### config.mk
export PLATFORM = sky130hd
export DESIGN_NAME = gshare_bht
export DESIGN_NICKNAME = d
export VERILOG_FILES = /design/src/rtl/gshare_bht_pkg.sv /design/src/rtl/gshare_bht_table.sv /design/src/rtl/gshare_bht.sv
export SDC_FILE = /design/constraint.sdc
export NUM_CORES = 1
export LEC_CHECK = 0
export ABC_CLOCK_PERIOD_IN_PS = 6200
export BUFFER_PORTS_ARGS = -buffer_cell sky130_fd_sc_hd__buf_2
export CAP_MARGIN = 10
export CORE_MARGIN = 2
export CORE_UTILIZATION = 40
export DETAILED_ROUTE_END_ITERATION = 10
export PLACE_DENSITY = 0.69
export SLEW_MARGIN = 40
export SYNTH_ARGS = -nofsm -noshare
export SYNTH_HDL_FRONTEND = slang
export SYNTH_SLANG_ARGS = --single-unit
### constraint.sdc
create_clock -name CLK -period 6.2 [get_ports CLK]
set_clock_uncertainty 0.1 [all_clocks]
set_input_delay 1.24 -clock CLK [delete_from_list [all_inputs] [get_ports CLK]]
set_output_delay 1.24 -clock CLK [all_outputs]
set_load 0.1 [all_outputs]
### src/rtl/gshare_bht_pkg.sv
// Shared types and counter helpers for the gshare branch predictor.
// Counters are handled at a fixed maximum width and sliced down by the user.
package gshare_bht_pkg;

   localparam int unsigned CTR_MAX_W = 16;

   typedef enum logic [0:0] {
      ST_INIT = 1'b0,
      ST_RUN  = 1'b1
   } state_e;

   // Saturating up/down step of a width-bit counter held in the low bits.
   function automatic logic [CTR_MAX_W-1:0] ctr_next(
      input logic [CTR_MAX_W-1:0] ctr,
      input logic                 taken,
      input int unsigned          width
   );
      logic [CTR_MAX_W-1:0] max_v;
      if (width >= CTR_MAX_W) begin
         max_v = {CTR_MAX_W{1'b1}};
      end else begin
         max_v = (CTR_MAX_W'(1) << width) - CTR_MAX_W'(1);
      end
      if (taken) begin
         if (ctr >= max_v) begin
            return ctr;
         end else begin
            return ctr + CTR_MAX_W'(1);
         end
      end else begin
         if (ctr == CTR_MAX_W'(0)) begin
            return ctr;
         end else begin
            return ctr - CTR_MAX_W'(1);
         end
      end
   endfunction

   // Weakly-taken starting value: only the MSB set.
   function automatic logic [CTR_MAX_W-1:0] ctr_init(input int unsigned width);
      return CTR_MAX_W'(1) << (width - 1);
   endfunction

endpackage

### src/rtl/gshare_bht_table.sv
// Counter storage: two asynchronous read ports and one synchronous write port,
// with the init sweep taking priority over training updates on the write port.
module gshare_bht_table
   import gshare_bht_pkg::*;
#(
   parameter int NUM_ENTRIES = 16,
   parameter int CTR_WIDTH   = 2,
   parameter int IDX_W       = $clog2(NUM_ENTRIES)
) (
   input  logic                 CLK,
   input  logic                 init_en,
   input  logic [IDX_W-1:0]     init_idx,
   input  logic [CTR_WIDTH-1:0] init_val,
   input  logic                 upd_en,
   input  logic [IDX_W-1:0]     upd_idx,
   input  logic [CTR_WIDTH-1:0] upd_val,
   input  logic [IDX_W-1:0]     rd_pred_idx,
   output logic [CTR_WIDTH-1:0] rd_pred_ctr,
   input  logic [IDX_W-1:0]     rd_res_idx,
   output logic [CTR_WIDTH-1:0] rd_res_ctr
);

   logic [CTR_WIDTH-1:0] mem_r [NUM_ENTRIES];
   logic                 wr_en_s;
   logic [IDX_W-1:0]     wr_idx_s;
   logic [CTR_WIDTH-1:0] wr_val_s;

   // Single write port shared between the sweep and training.
   always_comb begin
      wr_en_s  = 1'b0;
      wr_idx_s = '0;
      wr_val_s = '0;
      if (init_en) begin
         wr_en_s  = 1'b1;
         wr_idx_s = init_idx;
         wr_val_s = init_val;
      end else if (upd_en) begin
         wr_en_s  = 1'b1;
         wr_idx_s = upd_idx;
         wr_val_s = upd_val;
      end else begin
         wr_en_s  = 1'b0;
      end
   end

   // Storage array; no reset so it maps onto plain RAM.
   always_ff @(posedge CLK) begin
      if (wr_en_s) begin
         mem_r[wr_idx_s] <= wr_val_s;
      end
   end

   assign rd_pred_ctr = mem_r[rd_pred_idx];
   assign rd_res_ctr  = mem_r[rd_res_idx];

endmodule

### src/rtl/gshare_bht.sv
// Gshare branch predictor: PC xor global history indexes a table of saturating
// counters; history is shifted speculatively and repaired on mispredict.
module gshare_bht
   import gshare_bht_pkg::*;
#(
   parameter int NUM_ENTRIES = 16,
   parameter int ADDR_WIDTH  = 32,
   parameter int HIST_WIDTH  = 4,
   parameter int CTR_WIDTH   = 2
) (
   input  logic                  CLK,
   input  logic                  RST,
   input  logic                  PRED_VALID,
   input  logic [ADDR_WIDTH-1:0] PC_IN_PRED,
   input  logic [ADDR_WIDTH-1:0] SKIP_OFF_IN,
   input  logic [ADDR_WIDTH-1:0] TAKE_OFF_IN,
   output logic                  PRED_READY,
   output logic [ADDR_WIDTH-1:0] TAKE_OUT,
   output logic                  PRED_TAKEN,
   output logic [HIST_WIDTH-1:0] PRED_HIST,
   input  logic                  RES_VALID,
   input  logic [ADDR_WIDTH-1:0] PC_IN_RES,
   input  logic                  TAKE_IN,
   input  logic [HIST_WIDTH-1:0] RES_HIST,
   input  logic                  MISPRED
);

   localparam int IDX_W = $clog2(NUM_ENTRIES);

   state_e               state_r;
   logic [IDX_W-1:0]     ptr_r;
   logic [HIST_WIDTH-1:0] ghr_r;
   logic [HIST_WIDTH-1:0] ghr_nxt_s;

   logic                 run_s;
   logic [IDX_W-1:0]     idx_p_s;
   logic [IDX_W-1:0]     idx_r_s;
   logic [CTR_WIDTH-1:0] pred_ctr_s;
   logic [CTR_WIDTH-1:0] res_ctr_s;
   logic [CTR_MAX_W-1:0] upd_wide_s;
   logic [CTR_MAX_W-1:0] init_wide_s;
   logic                 pred_taken_s;
   logic                 init_en_s;
   logic                 upd_en_s;
   logic                 unused_s;

   assign run_s   = (state_r == ST_RUN);
   assign idx_p_s = PC_IN_PRED[IDX_W-1:0] ^ IDX_W'(ghr_r);
   assign idx_r_s = PC_IN_RES[IDX_W-1:0] ^ IDX_W'(RES_HIST);

   // RST is checked here too so a reset cycle never disturbs the table.
   assign init_en_s = ~RST & ~run_s;
   assign upd_en_s  = ~RST & run_s & RES_VALID;

   assign upd_wide_s  = ctr_next(CTR_MAX_W'(res_ctr_s), TAKE_IN, CTR_WIDTH);
   assign init_wide_s = ctr_init(CTR_WIDTH);

   gshare_bht_table #(
      .NUM_ENTRIES (NUM_ENTRIES),
      .CTR_WIDTH   (CTR_WIDTH),
      .IDX_W       (IDX_W)
   ) u_table (
      .CLK         (CLK),
      .init_en     (init_en_s),
      .init_idx    (ptr_r),
      .init_val    (init_wide_s[CTR_WIDTH-1:0]),
      .upd_en      (upd_en_s),
      .upd_idx     (idx_r_s),
      .upd_val     (upd_wide_s[CTR_WIDTH-1:0]),
      .rd_pred_idx (idx_p_s),
      .rd_pred_ctr (pred_ctr_s),
      .rd_res_idx  (idx_r_s),
      .rd_res_ctr  (res_ctr_s)
   );

   assign pred_taken_s = run_s & pred_ctr_s[CTR_WIDTH-1];

   assign PRED_READY = run_s;
   assign PRED_TAKEN = pred_taken_s;
   assign PRED_HIST  = ghr_r;
   assign TAKE_OUT   = PC_IN_PRED + (pred_taken_s ? TAKE_OFF_IN : SKIP_OFF_IN);

   // History next-state: repair beats the speculative shift.
   always_comb begin
      ghr_nxt_s = ghr_r;
      if (RES_VALID && MISPRED) begin
         ghr_nxt_s = (RES_HIST << 1) | HIST_WIDTH'(TAKE_IN);
      end else if (PRED_VALID) begin
         ghr_nxt_s = (ghr_r << 1) | HIST_WIDTH'(pred_taken_s);
      end else begin
         ghr_nxt_s = ghr_r;
      end
   end

   // Init sweep / run FSM and history register.
   always_ff @(posedge CLK) begin
      if (RST) begin
         state_r <= ST_INIT;
         ptr_r   <= '0;
         ghr_r   <= '0;
      end else begin
         case (state_r)
            ST_INIT: begin
               ptr_r <= ptr_r + IDX_W'(1);
               if (ptr_r == IDX_W'(NUM_ENTRIES - 1)) begin
                  state_r <= ST_RUN;
               end
            end
            ST_RUN: begin
               ghr_r <= ghr_nxt_s;
            end
            default: begin
               state_r <= ST_INIT;
               ptr_r   <= '0;
               ghr_r   <= '0;
            end
         endcase
      end
   end

   assign unused_s = ^{PC_IN_RES, pred_ctr_s, upd_wide_s, init_wide_s};

endmodule
==> flow_summary_export.csv <==
group,metric,value,unit
run_status,violations,"setup timing",
critical_path,crit_type,"in2out",
drt,dr_total_vias,4497,
yosys,synth_common_cells,"49 x nor2_1, 41 x a21oi_1, 35 x nand2_1",
final_layout,layout-drive-gt1-share,58.8,%
final_layout,nNetsFinal,866,
timing,hold_ws,0.450,ns
floorplan,pin_count,176,
timing,slew_viol_final,0,
yosys,synth_nets,607,
drt,viasPerCell,5.42,
final_layout,multi_input_area,0.00374,sq mm
final_layout,register_area,0.00114,sq mm
clock_tree,max-clock-path-buffers,2,
critical_path,critical_path_buf_inv_count,7,
yosys,synthCells,436,
floorplan,dieArea,0.0111,sq mm
timing,finalHoldViolCount,0,
critical_path,crit_chain,"buf_8, xor2_4, mux4_2, mux2i_1, nor2_2, a21oi_2, o211ai_4, buf_12, buf_8, buf_6, mux2_4, ha_4, a21oi_4, buf_4, a21oi_1, o211ai_1, buf_4, a211oi_4, o221ai_4, o311ai_4, buf_12",
floorplan,core,0.00986,sq mm
placed_design,post-place-ws,-0.676,ns
critical_path,reg2reg_depth,8,
drt,drc,0,
floorplan,die_w,105,microns
clock_tree,clk-insertion-delay-late,0.29,ns
critical_path,critical-path-top-delay-family,"compound AO/OA/AOI/OAI gates",
yosys,synth_cell_types,60,
clock_tree,cts.clk_slew.worst_paths,0.07,ns
drt,wire_per_inst,16.9,microns
yosys,synth_most_common_cell,"nor2_1",
yosys,synth_edf_count,32,
critical_path,crit_cells,21,
worst_hold_path,whs_path_depth,2,
critical_path,cp_slowest_cell,"mux4_2",
critical_path,cp_max_fo,7,
clock_tree,cts_root_buf,"clkbuf_8",
drt,dr.first_iter.drc_count,206,
yosys,yosysTopAreaCellShare,23.4,%
yosys,yosysWarnings,0,
critical_path,endpoint_kind,"output pin",
placed_design,portBuffers,147,
critical_path,cp_slowest_stage_delay,0.52,ns
grt,grt_pass1_wl,21700,microns
clock_tree,holdBufCountCts,0,
timing,min_period_over_period,108,%
critical_path,required,4.86,ns
clock_tree,cts-htree-levels,2,
timing,clock.fmax,0.149,GHz
drt,wl,14000,microns
clock_tree,cts_inserted_buffers,5,
floorplan,start_util,41.6,%
yosys,yosysTopAreaCell,"edfxtp_1",
timing,grt_setup_unrepaired,"true",
flow_run,cap_viol_max_count,0,
grt,grt_overflow,0,
pwr,power_density,215,mW/mm^2
grt,grt_pass1_vias,4590,
yosys,yosysSeqAreaShare,27.8,%
floorplan,rows,36,
worst_hold_path,holdCritPathClass,"reg2reg",
final_layout,antennaDiodeCount,0,
pwr,vdd_drop_max,165,uV
pwr,total_power,1.58,mW
timing,fin_ws,-0.516,ns
run_status,outcome,"finished, violations left",
critical_path,worst-endpoint-arrival,5.38,ns
timing,tns,-6.87,ns
placed_design,dp.final_hpwl,10800,microns
timing,relSlewSlack,49.3,%
yosys,syn_area,0.00411,sq mm
grt,grt_max_degree,17,
timing,finalSetupViolCount,21,
grt,grt_usage,24.2,%
floorplan,die_y,105,microns
yosys,synth_async_sr_flop_share,0,%
pwr,p_leak,3.18,nW
timing,worst_slew_pin_slew,0.757,ns
drt,ant_nets,0,
yosys,ys_ff_latch,41,
grt,antenna_found_initial,0,
clock_tree,cts_sinks,41,
yosys,synth_area_leaders,"edfxtp_1 23%, ha_1 9.8%, mux2_2 9.0%",
final_layout,nFillCells,635,
yosys,synthFlopType,"edfxtp_1",
timing,period_needed,6.72,ns
clock_tree,cts_tree,"yes",
drt,firstDrtPassIters,6,
placed_design,place.gp.congestion,0.854,
yosys,avgSynthCellArea,9.42,sq um
critical_path,start_kind,"input port",
final_layout,syn_to_final_growth,79.3,%
report_power, final:
part	leakage, nW	switching [mW]	internal [mW]
combinational	2.74	0.629	0.454
sequential	0.381	0.00368	0.299
clock	0.0566	0.0839	0.115
final timing paths:
kind | start | to | slack, ns
setup / recovery | PC_IN_PRED[0] | TAKE_OUT[30] | -0.52
hold / removal | ptr_r[3] | PRED_READY | 0.45
setup reg to reg | PRED_READY | u_table.mem_r[3][0] | 3.56
hold reg to reg | ptr_r[3] | PRED_READY | 0.45
kinds of logic (layout without fill, tap and decap cells):
group	count (synthesis)	count (layout)	share of synthesized area, %
flops	41	41	27.8
xor+xnor	39	39	8.87
buf+inv	25	285	2.59
fa+ha+maj	34	34	10.5
simple gates	126	126	14.0
compound gates	119	119	19.9
mux	52	52	16.4
metal layers:
metal / GRT usage (%) / part of all wire [%] / up-vias / wire (microns)
li1: - / - / 2145 / -
met1: 27.9 / 39 / 2125 / 5410
met2: 45.0 / 52 / 182 / 7240
met3: 4.51 / 6.3 / 45 / 885
met4: 7.43 / 3.2 / 0 / 447
met5: 0 / 0 / - / 0
final cells by class:
class / instances / share of cell area [%]
inverter: 12 / 0.612
timing repair buffer: 265 / 29.3
multi-input combinational: 370 / 50.8
sequential: 41 / 15.5
tap: 133 / 2.26
clock buffer: 8 / 1.51
layout by cell type, fill, tap and decap left out, drive strengths merged, types with 3 or more instances in the layout:
cell type	count
buf	265
nor2	50
a21oi	42
nand2	35
mux2	33
edfxtp	32
ha	32
xor2	20
xnor2	19
o21ai	16
a21o	14
inv	12
mux2i	10
dfxtp	9
mux4	9
clkbuf	8
o21a	7
o211ai	7
nor3	7
nand2b	6
nand4	5
o21bai	5
nor2b	4
nand3	4
o2111ai	4
a211oi	4
or2	3
worst reg2reg max path, delay by kind of cell, from the launching register on:
kind                   cells  cell delay (ns)
AOI/OAI and AO/OA          1             0.12
DFF                        1             0.56
buffers and inverters      1             0.21
and+or+nand+nor            6             1.33
state kept, by name (all words and copies together) (netlist names):
signal and count:
u_table.mem_r 32, PRED_HIST 4, ptr_r 4, PRED_READY 1
what timing repair did:
| action | CTS | global route |
|---|---|---|
| pin swaps | 42 | 27 |
| setup buffers | 14 | 10 |
| endpoints found under the setup margin | 25 | 25 |
| resized for setup | 47 | 24 |
through the flow:
stage | instance area (sq um) | utilization (%) | instances
3_5_place_dp | 6780 | 68.7 | 804
3_3_place_gp | 6770 | 68.7 | 804
5_1_grt | 7360 | 74.6 | 829
6_report | 7360 | 74.6 | 829
2_1_floorplan | 4720 | - | 436
4_1_cts | 7200 | 73.0 | 823
Power figures use the tool's default switching activity.
